### src/rtl/booth_seq_multiplier_if.sv
// Operand/result handshake bundle for booth_seq_multiplier.
// The master supplies operands and start; the slave reports busy, done and the product.
interface booth_seq_multiplier_if #(
    parameter int WIDTH = 8
);
    logic                   start;
    logic [WIDTH-1:0]       multiplicand;
    logic [WIDTH-1:0]       multiplier;
    logic                   busy;
    logic                   done;
    logic [2*WIDTH-1:0]     product;

    modport master (
        output start, multiplicand, multiplier,
        input  busy, done, product
    );

    modport slave (
        input  start, multiplicand, multiplier,
        output busy, done, product
    );
endinterface

### src/rtl/booth_seq_multiplier.sv
// Iterative radix-2 Booth multiplier, one Booth step per clock.
// Unsigned operation adds one zero-extension bit so the signed recoding stays exact.
module booth_seq_multiplier #(
    parameter int WIDTH  = 8,
    parameter bit SIGNED = 1'b1
) (
    input  logic                   clk,
    input  logic                   rst_n,
    booth_seq_multiplier_if.slave  bus
);
    localparam int N  = SIGNED ? WIDTH : WIDTH + 1;
    localparam int CW = $clog2(N + 1);
    localparam logic [CW-1:0] LAST = CW'(N - 1);

    typedef enum logic [1:0] {IDLE, RUN, DONE} state_t;

    state_t             state_q, state_d;
    logic [N:0]         a_q, a_d;
    logic [N:0]         m_q, m_d;
    logic [N-1:0]       q_q, q_d;
    logic               q1_q, q1_d;
    logic [CW-1:0]      cnt_q, cnt_d;
    logic [2*WIDTH-1:0] prod_q, prod_d;
    logic               busy_q, busy_d;
    logic               done_q, done_d;

    logic [N:0]         mExt;
    logic [N-1:0]       qExt;
    logic [N:0]         sum;
    logic [N:0]         aShift;
    logic [N-1:0]       qShift;
    logic [2*WIDTH-1:0] prodStep;

    // The guard bit on A and M keeps A-M in range even for the most-negative multiplicand.
    generate
        if (SIGNED) begin : g_signed
            assign mExt     = {bus.multiplicand[WIDTH-1], bus.multiplicand};
            assign qExt     = bus.multiplier;
            assign prodStep = {aShift[WIDTH-1:0], qShift};
        end else begin : g_unsigned
            assign mExt     = {2'b00, bus.multiplicand};
            assign qExt     = {1'b0, bus.multiplier};
            assign prodStep = {aShift[WIDTH-2:0], qShift};
        end
    endgenerate

    always_comb begin
        sum = a_q;
        unique case ({q_q[0], q1_q})
            2'b01:   sum = a_q + m_q;
            2'b10:   sum = a_q - m_q;
            default: sum = a_q;
        endcase
        aShift = {sum[N], sum[N:1]};
        qShift = {sum[0], q_q[N-1:1]};
    end

    always_comb begin
        state_d = state_q;
        a_d     = a_q;
        m_d     = m_q;
        q_d     = q_q;
        q1_d    = q1_q;
        cnt_d   = cnt_q;
        prod_d  = prod_q;
        busy_d  = 1'b0;
        done_d  = 1'b0;
        unique case (state_q)
            IDLE, DONE: begin
                state_d = IDLE;
                if (bus.start) begin
                    state_d = RUN;
                    busy_d  = 1'b1;
                    a_d     = '0;
                    m_d     = mExt;
                    q_d     = qExt;
                    q1_d    = 1'b0;
                    cnt_d   = '0;
                end
            end
            RUN: begin
                a_d   = aShift;
                q_d   = qShift;
                q1_d  = q_q[0];
                cnt_d = cnt_q + CW'(1);
                if (cnt_q == LAST) begin
                    state_d = DONE;
                    prod_d  = prodStep;
                    done_d  = 1'b1;
                end else begin
                    busy_d  = 1'b1;
                end
            end
            default: state_d = IDLE;
        endcase
    end

    always_ff @(posedge clk or negedge rst_n) begin
        if (!rst_n) begin
            state_q <= IDLE;
            a_q     <= '0;
            m_q     <= '0;
            q_q     <= '0;
            q1_q    <= 1'b0;
            cnt_q   <= '0;
            prod_q  <= '0;
            busy_q  <= 1'b0;
            done_q  <= 1'b0;
        end else begin
            state_q <= state_d;
            a_q     <= a_d;
            m_q     <= m_d;
            q_q     <= q_d;
            q1_q    <= q1_d;
            cnt_q   <= cnt_d;
            prod_q  <= prod_d;
            busy_q  <= busy_d;
            done_q  <= done_d;
        end
    end

    assign bus.busy    = busy_q;
    assign bus.done    = done_q;
    assign bus.product = prod_q;
endmodule

### src/flat_wrapper.sv
// flat-port wrapper written by rule: the top's interface ports become plain ports
module booth_seq_multiplier_flat 
#(
    parameter int WIDTH  = 8,
    parameter bit SIGNED = 1'b1
)
  (clk, rst_n, bus_start, bus_multiplicand, bus_multiplier, bus_busy, bus_done, bus_product);
  booth_seq_multiplier_if #(.WIDTH(WIDTH)) bus_i ();
  input  logic clk;
  input  logic rst_n;
  input wire logic [$bits(bus_i.start)-1:0] bus_start;
  input wire logic [$bits(bus_i.multiplicand)-1:0] bus_multiplicand;
  input wire logic [$bits(bus_i.multiplier)-1:0] bus_multiplier;
  output wire logic [$bits(bus_i.busy)-1:0] bus_busy;
  output wire logic [$bits(bus_i.done)-1:0] bus_done;
  output wire logic [$bits(bus_i.product)-1:0] bus_product;
  assign bus_i.start = bus_start;
  assign bus_i.multiplicand = bus_multiplicand;
  assign bus_i.multiplier = bus_multiplier;
  assign bus_busy = bus_i.busy;
  assign bus_done = bus_i.done;
  assign bus_product = bus_i.product;
  booth_seq_multiplier #(.WIDTH(WIDTH), .SIGNED(SIGNED)) u_core (.clk(clk), .rst_n(rst_n), .bus(bus_i));
endmodule
### config.mk
export PLATFORM = sky130hd
export DESIGN_NAME = booth_seq_multiplier_flat
export DESIGN_NICKNAME = d
export VERILOG_FILES = /design/src/rtl/booth_seq_multiplier_if.sv /design/src/rtl/booth_seq_multiplier.sv /design/src/flat_wrapper.sv
export SDC_FILE = /design/constraint.sdc
export NUM_CORES = 1
export LEC_CHECK = 0
export CAP_MARGIN = 20
export CORE_MARGIN = 3
export CORE_UTILIZATION = 55
export CTS_CLUSTER_SIZE = 30
export DETAILED_ROUTE_END_ITERATION = 12
export GPL_TIMING_DRIVEN = 0
export PLACE_DENSITY = 0.8
export SETUP_SLACK_MARGIN = 0.15
export SLEW_MARGIN = 20
export SYNTH_ARGS = -nofsm -noshare
export SYNTH_HDL_FRONTEND = slang
export SYNTH_SLANG_ARGS = --single-unit
export TNS_END_PERCENT = 20
### constraint.sdc
create_clock -name clk -period 4 [get_ports clk]
set_input_delay 0.4 -clock clk [delete_from_list [all_inputs] [get_ports clk]]
set_output_delay 0.4 -clock clk [all_outputs]
set_load 0.005 [all_outputs]
==> qor.yml <==
cells_and_area:
  multi_input_area_um2: 1190
  seq_area_um2: 1230
  stdcell_count: 368
  nets: 348
  area_growth_pct: 23.5
  drive_gt1_frac: 0.0629
  diodes: 0
  nFillCells: 332
drt:
  vias: 2069
  routedWlPerCell_um: 14.6
  drt-vias-per-instance: 5.62
  drc: 0
  ant_nets: 0
  wl_um: 5370
  drt_pass1_iterations: 4
  initialDrtViolationCount: 96
synthesis:
  syn-cell-area_um2: 2510
  async_flop_share: 1.00
  synthCells: 272
  synth_top_area_share: 0.489
  synth_cell_types: 41
  yosysWarningCount: 0
  synth_top_flop_cell: "dfrtp_1"
  synth_edf_count: 0
  synth_area_leaders: "dfrtp_1 (49%), nand2_1 (11%), ha_1 (5.5%), o21ai_0 (4.6%), xnor2_1 (2.8%)"
  synth-seq-cells: 49
  ys_top_cells_by_count: "nand2_1 (75), dfrtp_1 (49), o21ai_0 (23), nor2_1 (14), ha_1 (11)"
  synth_compound_gate_area_share: 0.159
  synthAdderAreaFrac: 0.0628
  synth_nets: 303
  muxShareOfSynthArea: 0.0294
  synthXorXnorAreaFrac: 0.0349
  synth_most_common_cell: "nand2_1"
  yosys.area.top_type: "dfrtp_1"
  synth_top_family_by_area: "simple AND/OR/NAND/NOR gates"
  synth-simple-area-share: 0.190
  synth_area_per_cell_um2: 9.23
  seq_area_frac_synth: 0.489
grt:
  first_global_vias: 2004
  grt_max_degree: 20
  grt_antenna_before_repair: 0
  grt_pass1_wl_um: 9320
  grt_overflow: 0
  grt_usage: 0.222
sta:
  fin_tns_setup_ns: 0
  slew_headroom: 0.605
  setup_viol: 0
  timing.fmax_mhz: 357
  rsz0062_at_grt: "no"
  post-route-min-period_ns: 2.80
  skew_ns: 0.00597
  hold_viol_final: 0
  worst_pin_slew_ns: 0.590
  slew_viol_final: 0
  finalCritPeriodShare: 0.701
clock_tree:
  cts_setup_buffers: 0
  numClockSinks: 49
  ctsResizeCount: 0
  cts_tree: "done"
  insertion_delay_ns: 0.30
  cts_buffers: 5
  htreeDepth: 2
  clk_path_buf_depth: 2
  path_clk_slew_ns: 0.09
  ctsHoldBuffers: 0
  cts-root-buf: "clkbuf_8"
placed_design:
  gp_routability_congestion: 0.887
  dpl.hpwl_um: 4100
  place_inst: 360
  io_buffers: 36
worst_setup_path:
  crit_end: "u_core.bus.product[15]"
  r2r_end: "u_core.bus.product[15]"
  required_ns: 4.23
  critPathCaptureType: "flip-flop"
  worstSetupStartpointType: "flip-flop"
  rrSetupSlack_ns: 1.20
  path_class: "flip-flop to flip-flop"
  crit_start: "u_core.m_q[0]"
  reg2regPathDepth: 11
  cp.arrival_ns: 3.04
  r2r-start: "u_core.m_q[0]"
  worstPathMaxFanout: 5
power:
  powerDensity_nw_per_um2: 1070
  leakagePower_nw: 1.45
  combPwrFrac: 0.605
  p_switching_w: 0.00140
  finalPower_w: 0.00331
  vdd_drop_max_v: 0.000513
  power.internal_w: 0.00191
  swShare: 0.423
  clockPowerShare: 0.110
  sequentialPowerShare: 0.285
floorplan:
  io_pins: 37
  die_h_um: 73.6
  fp.coreArea_um2: 4200
  initial_core_util: 0.597
  dieWidth_um: 73.6
  design.die.area_um2: 5410
  rows: 23
run_status:
  status: "completed"
run:
  drv_cap: 0
hold_path:
  hold_class: "primary input to async pin"
==> area by class of cell <==
cell class	count	share of cell area
tap	50	0.0202
timing repair buffer	38	0.132
sequential	49	0.396
inverter	9	0.0109
buffer	12	0.0178
multi-input combinational	202	0.386
clock inverter	1	0.00969
clock buffer	7	0.0279
==> registers in the layout, summed over array words and instances (netlist names) <==
signal / count
u_core.q_q: 8
u_core.a_q: 8
u_core.bus.busy: 1
u_core.cnt_q: 4
u_core.bus.done: 1
u_core.state_q: 2
u_core.bus.product: 16
u_core.m_q: 8
u_core.q1_q: 1
==> worst min-delay path by stage <==
stage / from / to / slack, ns / cells after the start
3_3_place_gp: u_core.bus.product[2] / u_core.bus.product[2] / 0.46 / 2
4_1_cts: rst_n / u_core.bus.product[8] / 0.009 / 1
3_5_place_dp: rst_n / u_core.bus.product[8] / 0.33 / 1
2_1_floorplan: rst_n / u_core.a_q[0] / 0.10 / 0
6_report: rst_n / u_core.bus.product[8] / 0.002 / 1
5_1_grt: rst_n / u_core.bus.product[8] / 0.01 / 1
==> critical path, stage by stage, from the launching register on <==
cell	delay, ns
dfrtp_1	0.43
inv_1	0.09
ha_1	0.16
nor3b_1	0.35
nor2_1	0.09
xnor2_1	0.13
ha_1	0.36
o211ai_1	0.13
o21a_1	0.23
o211a_1	0.25
or4_1	0.41
nand3_1	0.10
==> power by group through the flow <==
| stage | clock, W | sequential (W) | combinational [W] |
|---|---|---|---|
| 2_1_floorplan | 0 | 0.000911 | 0.00147 |
| 3_5_place_dp | 0 | 0.000950 | 0.00200 |
| 4_1_cts | 0.000370 | 0.000942 | 0.00202 |
| 3_3_place_gp | 0 | 0.000941 | 0.00193 |
| 6_report | 0.000365 | 0.000943 | 0.00201 |
| 5_1_grt | 0.000391 | 0.000977 | 0.00227 |
==> routing by layer <==
metal,part of all wire,track usage,up-vias
li1,-,-,1015
met4,0.0061,0.0503,0
met1,0.47,0.307,1006
met2,0.49,0.363,42
met5,0,0,-
met3,0.040,0.0438,6
==> cells by family after synthesis <==
| logic type | count (synthesis) |
|---|---|
| adders and majority gates | 12 |
| buffers and inverters | 21 |
| xor gates and xnor gates | 10 |
| AOI/OAI and AO/OA | 61 |
| muxes | 7 |
| and+or+nand+nor | 112 |
| DFF | 49 |
==> per-stage QoR <==
stage          area, µm²  setup WS (ns)  hold slack, ns   util
6_report            3100           1.20         0.00239  0.738
5_1_grt             3100          0.961          0.0115  0.738
4_1_cts             3100           1.18         0.00918  0.738
3_5_place_dp        2980           1.22           0.333  0.710
3_3_place_gp        2930           1.12           0.460  0.698
2_1_floorplan       2510           1.49           0.104      -
==> cell usage in the layout (no fill, tap or decap), types with 8 or more instances in the layout <==
cell              n
xnor2_1           8
o21ai_0          23
ha_1             11
inv_1             9
clkdlybuf4s50_1  35
nand2_1          75
a22oi_1           8
dfrtp_1          49
nor2_1           14
(Power assumes the default switching activity.)
==> RTL change: new RTL, config.mk and constraints unchanged <==
Take the reset off `prod_q` and load it in a clocked block of its own.
--- a/src/rtl/booth_seq_multiplier.sv
+++ b/src/rtl/booth_seq_multiplier.sv
@@ -103,7 +103,6 @@
             q_q     <= '0;
             q1_q    <= 1'b0;
             cnt_q   <= '0;
-            prod_q  <= '0;
             busy_q  <= 1'b0;
             done_q  <= 1'b0;
         end else begin
@@ -113,10 +112,13 @@
             q_q     <= q_d;
             q1_q    <= q1_d;
             cnt_q   <= cnt_d;
-            prod_q  <= prod_d;
             busy_q  <= busy_d;
             done_q  <= done_d;
         end
+    end
+
+    always_ff @(posedge clk) begin
+        prod_q <= prod_d;
     end
 
     assign bus.busy    = busy_q;
Check against the original RTL: not equivalent (a bounded check fails within 10 cycles, from zero or initial values and one cycle with rst_n low; the reset may be asserted at any time).
==> RTL change against the unedited design <==
Fmax grew 0.99%. Routed wire length shrank 11%. Sequential cell count is the same. Design area shrank 3.5%. Total power shrank 6.1%. Global-route usage shrank 2.3 points. Critical path depth shrank 1. Die area shrank 3.4%. Area after synthesis shrank 3.6%. Setup slack gained 0.027 ns. Critical endpoint is now u_core.bus.product[14]$_DFFE_PP_. Largest cell class unchanged. Largest power group unchanged.
==> RTL change: results (changes against the unedited design) <==
stage,metric,value,unit,change
grt,vias in the first global route,1742,,was 2004
yosys,top post-synthesis cells by count,"nand2_1, dfrtp_1, edfxtp_1",,"was nand2_1, dfrtp_1, o21ai_0"
yosys,Mapped Nets,260,,was 303
yosys,"Seq/Total Area, Yosys",0.540,,was 0.489
placement,routability congestion estimate,0.847,,was 0.887
sta,Worst Tran Pin Value,0.607,ns,was 0.590 ns
detailed_routing,WL met3,269,µm,was 214 µm
setup_path,R2R setup slack,1.22,ns,was 1.20 ns
grt,largest net degree at the start of global routing,26,,was 20
setup_path,Crit Path Max Fanout,8,,was 5
setup_path,Worst EP arrival,2.83,ns,was 3.04 ns
layout,# fillers,310,,was 332
detailed_routing,vias post-DR,1794,,was 2069
setup_path,crit-path max cell delay,0.40,ns,was 0.43 ns
detailed_routing,WL/cell,14.6,µm,about the same
yosys,XOR/XNOR Fraction of Synth Area,0.0435,,was 0.0349
grt,Overall Global Routing Usage,0.200,,was 0.222
layout,Final Non-Filler Cells,326,,was 368
sta,Setup Skew,0.00813,ns,was 0.00597 ns
layout,share of layout cells above drive strength 1,0.0761,,was 0.0629
yosys,Cell variety after synth,38,,was 41
power,Flop pwr share,0.304,,was 0.285
power,Gate power share,0.583,,was 0.605
detailed_routing,DR pass1 iterations,4,,unchanged
detailed_routing,metal2 WL,2250,µm,was 2620 µm
power,Lkg Pwr,1.31,nW,was 1.45 nW
layout,nets,306,,was 348
sta,setup TNS,0,ns,unchanged
yosys,Post-synth EDFFs,16,,was 0
yosys,adder-cell share of the synthesized area,0.0652,,was 0.0628
cts,hold_buf cts,1,,was 0
yosys,Synth Area in Compound Gates,0.144,,was 0.159
yosys,"Avg Cell Area, Syn",10.6,µm²,was 9.23 µm²
placement,dpl cells,317,,was 360
grt,global-route wire length before repair,8000,µm,was 9320 µm
sta,Hold Worst Slack,0.486,ns,was 0.00239 ns
detailed_routing,wl on met1,2180,µm,was 2500 µm
worst_hold_path,class of the worst hold path,in2async,,unchanged
outcome,status,finished clean,,unchanged
power,net switching power figure,1.31,mW,was 1.40 mW
cts,Clock Tree Buf Depth,2,,unchanged
power,Max IR drop VDD,496,µV,was 513 µV
setup_path,"Largest delay share family, worst path",compound AO/OA/AOI/OAI gates,,was simple AND/OR/NAND/NOR gates
placement,DP HPWL,3640,µm,was 4100 µm
detailed_routing,DRT iter0 DRCs,157,,was 96
yosys,multiplexer share of the synthesized area,0.0253,,was 0.0294
yosys,asr flop ratio synth,0.673,,was 1.00
yosys,largest cells by area after synthesis,"dfrtp_1, edfxtp_1, nand2_1, ha_1, xnor2_1",,"was dfrtp_1, nand2_1, ha_1, o21ai_0, xnor2_1"
cts,postcts setup bufs,0,,unchanged
-- RTL change: cell type report --
cell class,count,share of cell area
buffer,10,0.0142
clock buffer,5,0.0230
clock inverter,3,0.0146
inverter,7,0.00878
multi-input combinational,163,0.350
sequential,49,0.437
tap,50,0.0209
timing repair buffer,39,0.131
-- RTL change: path summary, 6_finish.rpt --
path                                           start  cells after the start                                to
max                          u_core.q1_q$_DFFE_PN0P_                     10  u_core.bus.product[14]$_DFFE_PP_
min                                            rst_n                      2         u_core.a_q[0]$_DFFE_PN0P_
max reg2reg                  u_core.q1_q$_DFFE_PN0P_                     10  u_core.bus.product[14]$_DFFE_PP_
min reg2reg                u_core.q_q[1]$_DFFE_PN0P_                      0   u_core.bus.product[0]$_DFFE_PP_
max in group asynchronous                      rst_n                      3         u_core.a_q[2]$_DFFE_PN0P_
min in group clk           u_core.q_q[1]$_DFFE_PN0P_                      0   u_core.bus.product[0]$_DFFE_PP_
-- RTL change: cell families (layout without fill, tap and decap cells) --
group           Yosys count  in the layout
compound gates           52             52
xor+xnor                 12             12
fa+ha+maj                12             12
buf+inv                  17             64
flops                    49             49
mux                       6              6
simple gates             81             81
-- RTL change: metrics by stage --
step	worst slack (ns)	cell area (µm²)	power [mW]
after floorplan	1.54	2420	2.33
after global placement	1.10	2840	2.67
after detailed placement	1.28	2870	2.74
after CTS	1.23	2990	3.11
after global routing	1.08	2990	3.40
final	1.22	2990	3.11
-- RTL change: per-layer routing --
| metal | GRT usage | vias up |
|---|---|---|
| li1 | - | 902 |
| met1 | 0.273 | 841 |
| met2 | 0.322 | 45 |
| met3 | 0.0416 | 6 |
| met4 | 0.0626 | 0 |
| met5 | 0 | - |
